==> src/rtl/pk_cam.sv <==
// Sequential-search key CAM for the Pass-Keeper wrapper.
// Scans one entry per clock and reports the lowest-index hit.
module pk_cam #(
  parameter int KEY_W  = 128,
  parameter int DEPTH  = 16,
  parameter int ADDR_W = 4
) (
  input  logic              clk,
  input  logic              rst,
  input  logic              wr_en,
  input  logic [ADDR_W-1:0] wr_addr,
  input  logic [KEY_W-1:0]  wr_key,
  input  logic              inv_en,
  input  logic              search_start,
  input  logic [KEY_W-1:0]  search_key,
  output logic              busy,
  output logic              done,
  output logic              match,
  output logic [ADDR_W-1:0] match_addr,
  output logic [ADDR_W:0]   count,
  output logic              full
);

  typedef enum logic [1:0] {
    IDLE,
    SCAN,
    DONE
  } state_t;

  localparam logic [ADDR_W-1:0] LAST = ADDR_W'(DEPTH - 1);
  localparam logic [ADDR_W:0]   CAP  = (ADDR_W + 1)'(DEPTH);
  localparam logic [ADDR_W:0]   ONE  = (ADDR_W + 1)'(1);

  logic [KEY_W-1:0]  keys [DEPTH];
  logic [DEPTH-1:0]  valid;
  logic [KEY_W-1:0]  key_q;
  logic [ADDR_W-1:0] idx;
  state_t            state;

  logic            hit;
  logic            wr_new;
  logic            inv_hit;
  logic [ADDR_W:0] count_nxt;

  assign hit     = valid[idx] && (keys[idx] == key_q);
  assign wr_new  = wr_en && !valid[wr_addr];
  assign inv_hit = !wr_en && inv_en && valid[wr_addr];

  always_comb begin
    count_nxt = count;
    unique case (1'b1)
      wr_new:  count_nxt = count + ONE;
      inv_hit: count_nxt = count - ONE;
      default: count_nxt = count;
    endcase
  end

  // Write port has priority over invalidate on the same address
  always_ff @(posedge clk or posedge rst) begin
    if (rst) begin
      valid <= '0;
      count <= '0;
      full  <= 1'b0;
      for (int i = 0; i < DEPTH; i++) begin
        keys[i] <= '0;
      end
    end else begin
      if (wr_en) begin
        keys[wr_addr]  <= wr_key;
        valid[wr_addr] <= 1'b1;
      end else if (inv_en) begin
        valid[wr_addr] <= 1'b0;
      end
      count <= count_nxt;
      full  <= (count_nxt == CAP);
    end
  end

  always_ff @(posedge clk or posedge rst) begin
    if (rst) begin
      state      <= IDLE;
      key_q      <= '0;
      idx        <= '0;
      busy       <= 1'b0;
      done       <= 1'b0;
      match      <= 1'b0;
      match_addr <= '0;
    end else begin
      unique case (state)
        IDLE: begin
          busy <= 1'b0;
          done <= 1'b0;
          if (search_start) begin
            key_q      <= search_key;
            idx        <= '0;
            match      <= 1'b0;
            match_addr <= '0;
            busy       <= 1'b1;
            state      <= SCAN;
          end
        end
        SCAN: begin
          if (hit) begin
            match      <= 1'b1;
            match_addr <= idx;
            done       <= 1'b1;
            state      <= DONE;
          end else if (idx == LAST) begin
            match      <= 1'b0;
            match_addr <= '0;
            done       <= 1'b1;
            state      <= DONE;
          end else begin
            idx <= idx + 1'b1;
          end
        end
        DONE: begin
          done  <= 1'b0;
          busy  <= 1'b0;
          state <= IDLE;
        end
        default: state <= IDLE;
      endcase
    end
  end

endmodule

==> config.mk <==
export PLATFORM = sky130hd
export DESIGN_NAME = pk_cam
export DESIGN_NICKNAME = d
export VERILOG_FILES = /design/src/rtl/pk_cam.sv
export SDC_FILE = /design/constraint.sdc
export NUM_CORES = 2
export LEC_CHECK = 0
export CORE_AREA = 8 8 422 424
export DETAILED_ROUTE_END_ITERATION = 6
export DIE_AREA = 0 0 430 432
export PLACE_DENSITY = 0.78
export REMOVE_ABC_BUFFERS = 1
export SETUP_SLACK_MARGIN = 0.05
export SYNTH_ARGS = -nofsm -noshare
export SYNTH_HDL_FRONTEND = slang
export SYNTH_SLANG_ARGS = --single-unit
==> constraint.sdc <==
create_clock -name clk -period 90.1 [get_ports clk]
set_input_delay 18.02 -clock clk [delete_from_list [all_inputs] [get_ports clk]]
set_output_delay 18.02 -clock clk [all_outputs]
set_load 0.01 [all_outputs]
==> results.tsv <==
metric	value	unit
post-layout instance count excluding filler cells	9307	
top-count cell post-synth	mux2_2	
Post-synth top cells	mux2_2, dfrtp_1, clkbuf_1	
final setup fails	0	
Site Rows	152	
share of the synthesized area in the top cell type	54.09	%
Yosys reg bits	2211	
Tmin final	23.76	ns
Worst Path Required	90.93	ns
Num CTS Buffers	222	
total wire length	289700	um
element type at the critical path end	asynchronous set/reset pin	
predominant post-synthesis flop cell	dfrtp_1	
H-tree levels	4	
outcome	finished with violations	
IO buf count	277	
largest net degree at the start of global routing	191	
Area growth syn-to-layout	11.25	%
# IOs	278	
Worst Skew	0.05305	ns
Fmax	42.09	MHz
CP Class	in2async	
post-detail-place hpwl	175600	um
asr flop ratio synth	100.0	%
WL per Instance	31.13	um
sequential share of the synthesized area	54.09	%
Clock Sinks	2211	
number of global-route vias before repair	65440	
area leader, netlist	dfrtp_1	
drt initial violations	6017	
Mapped Avg Cell Area	15.00	um^2
first-pass GRT wire length	435000	um
max_cap viols	0	
Cells after Synth	6822	
layout cells sized above 1	44.54	%
dpl cell area	106300	um^2
Max VDD drop	0.00002653	V
Hold-fix buffers, CTS	0	
Final Max Slew Viols	0	
Slew HR	16.56	%
Max Root-Sink Buffers	3	
Finished Core Util	66.56	%
fillers	11730	
Final nets	7140	
routability congestion estimate from global placement	0.9327	
DRT Pass-1 Iters	7	
Placed Instances	8879	
failing checks	design-rule violations	
vias	62190	
die area	185800	um^2
P_leak	48.78	nW
Initial Util	59.83	%
# DRC	3	
Worst Hold Slack	0.4777	ns
crit share post-route	26.37	%
setup TNS	0	ns
final hold violation count	0	
CP Max Fanout	190	
GRT Util Overall	31.00	%
worst min path class	reg2reg	
initial antenna violation count	42	
Skew-Pair Late Insertion Delay	0.89	ns
CTS tree	yes	
Power per Cell Area	32.94	nW/um^2
Horiz. Die Dim	430	um
die height	432	um
Post-CTS Repair Setup Buffers	0	
Cell variety after synth	92	
largest cells by area after synthesis	dfrtp_1, mux2_2, mux4_2	
Remaining Overflow, GRT	0	
fin area	113800	um^2
Clock transition at path regs	0.06	ns
yosys warns	0	
CORE AREA	171000	um^2
Slew @ Worst Pin	1.252	ns
number of synthesized flops with an enable pin	0	
Synth Cell Area	102300	um^2
Resized cells post-CTS	0	
unrepaired setup endpoints after global routing	false	
root buffer cell	clkbuf_16	
CP arrival	24.59	ns
antenna viol nets, final	0	
startpoint types	input pin	
vias per inst	6.682	
==> cells by family after synthesis <==
logic type | after synthesis | share of synthesized area, %
buf+inv | 606 | 2.836
mux | 2944 | 36.47
flops | 2211 | 54.09
compound gates | 454 | 3.148
simple gates | 485 | 2.391
fa+ha+maj | 5 | 0.06850
xor+xnor | 117 | 1.002
==> layer usage <==
metal / GRT usage (%) / wire length (um)
met1: 41.79 / 115700
met3: 5.941 / 21020
met5: 0 / 127
met2: 48.43 / 135800
met4: 16.05 / 17100
==> metrics by stage <==
step	total power, mW	setup slack, ns
floorplan	2.709	9.609
global route	3.888	65.31
detailed placement	2.801	65.24
global placement	2.758	65.45
CTS	3.735	66.15
finish	3.749	66.34
==> area by class of cell <==
cell class	instances	area [um^2]	area share, %
diodes	27	67.56	0.05937
flip-flops and latches	2211	55340	48.63
inverters	33	140.1	0.1231
clock inverters	66	850.8	0.7476
well taps	2233	2794	2.455
clock buffers	335	6591	5.792
multi-input cells	4005	44220	38.85
repair buffers	397	3799	3.338
==> report_power, final <==
part / internal, mW / total (mW) / switching, mW
clock network: 0.534 / 0.931 / 0.397
registers: 1.24 / 1.42 / 0.182
logic: 0.638 / 1.39 / 0.757
total: 2.41 / 3.75 / 1.34
==> state kept, by name, indices dropped and copies added, names as in the netlist, named ones only <==
register,flops
idx,4
key_q,128
match_addr,4
full,1
done,1
busy,1
count,5
state,2
match,1
keys,2048
==> path summary, 6_finish.rpt <==
path	startpoint	to	slack (ns)	cells after the start
worst max-delay path	rst	keys[1762]	66.34	8
max in group clk	wr_addr[1]	keys[1085]	68.60	6
worst max register to register	idx[0]	match_addr[1]	82.91	12
worst min register to register	busy	busy	0.48	1
worst min-delay path	busy	busy	0.48	1
min in group asynchronous	rst	key_q[29]	17.71	2
==> layout by cell type (no fill, tap or decap), types with 11 or more instances in the layout <==
| cell | n |
|---|---|
| a21oi_1 | 44 |
| a221oi_1 | 24 |
| a22o_1 | 11 |
| a22oi_1 | 85 |
| a31oi_1 | 13 |
| and2_1 | 11 |
| and3_1 | 20 |
| buf_4 | 110 |
| clkbuf_1 | 53 |
| clkbuf_16 | 223 |
| clkbuf_8 | 59 |
| clkdlybuf4s50_1 | 277 |
| clkinv_2 | 41 |
| dfrtp_1 | 2207 |
| diode_2 | 27 |
| inv_1 | 29 |
| mux2_2 | 2223 |
| mux2i_1 | 319 |
| mux4_2 | 395 |
| nand2_1 | 153 |
| nand2b_1 | 13 |
| nand3_1 | 37 |
| nand4_1 | 26 |
| nor2_1 | 76 |
| nor3_1 | 32 |
| nor4_1 | 27 |
| o2111ai_1 | 12 |
| o21ai_0 | 89 |
| o22ai_1 | 43 |
| xnor2_1 | 75 |
| xor2_1 | 42 |
==> worst max-delay path, cell delays in order <==
cell and delay (ns):
clkdlybuf4s50_1 0.49, inv_8 0.63, buf_4 0.86, buf_4 0.72, buf_4 0.84, buf_4 0.97, buf_12 0.79, buf_4 0.90
Power figures use the tool's default switching activity.
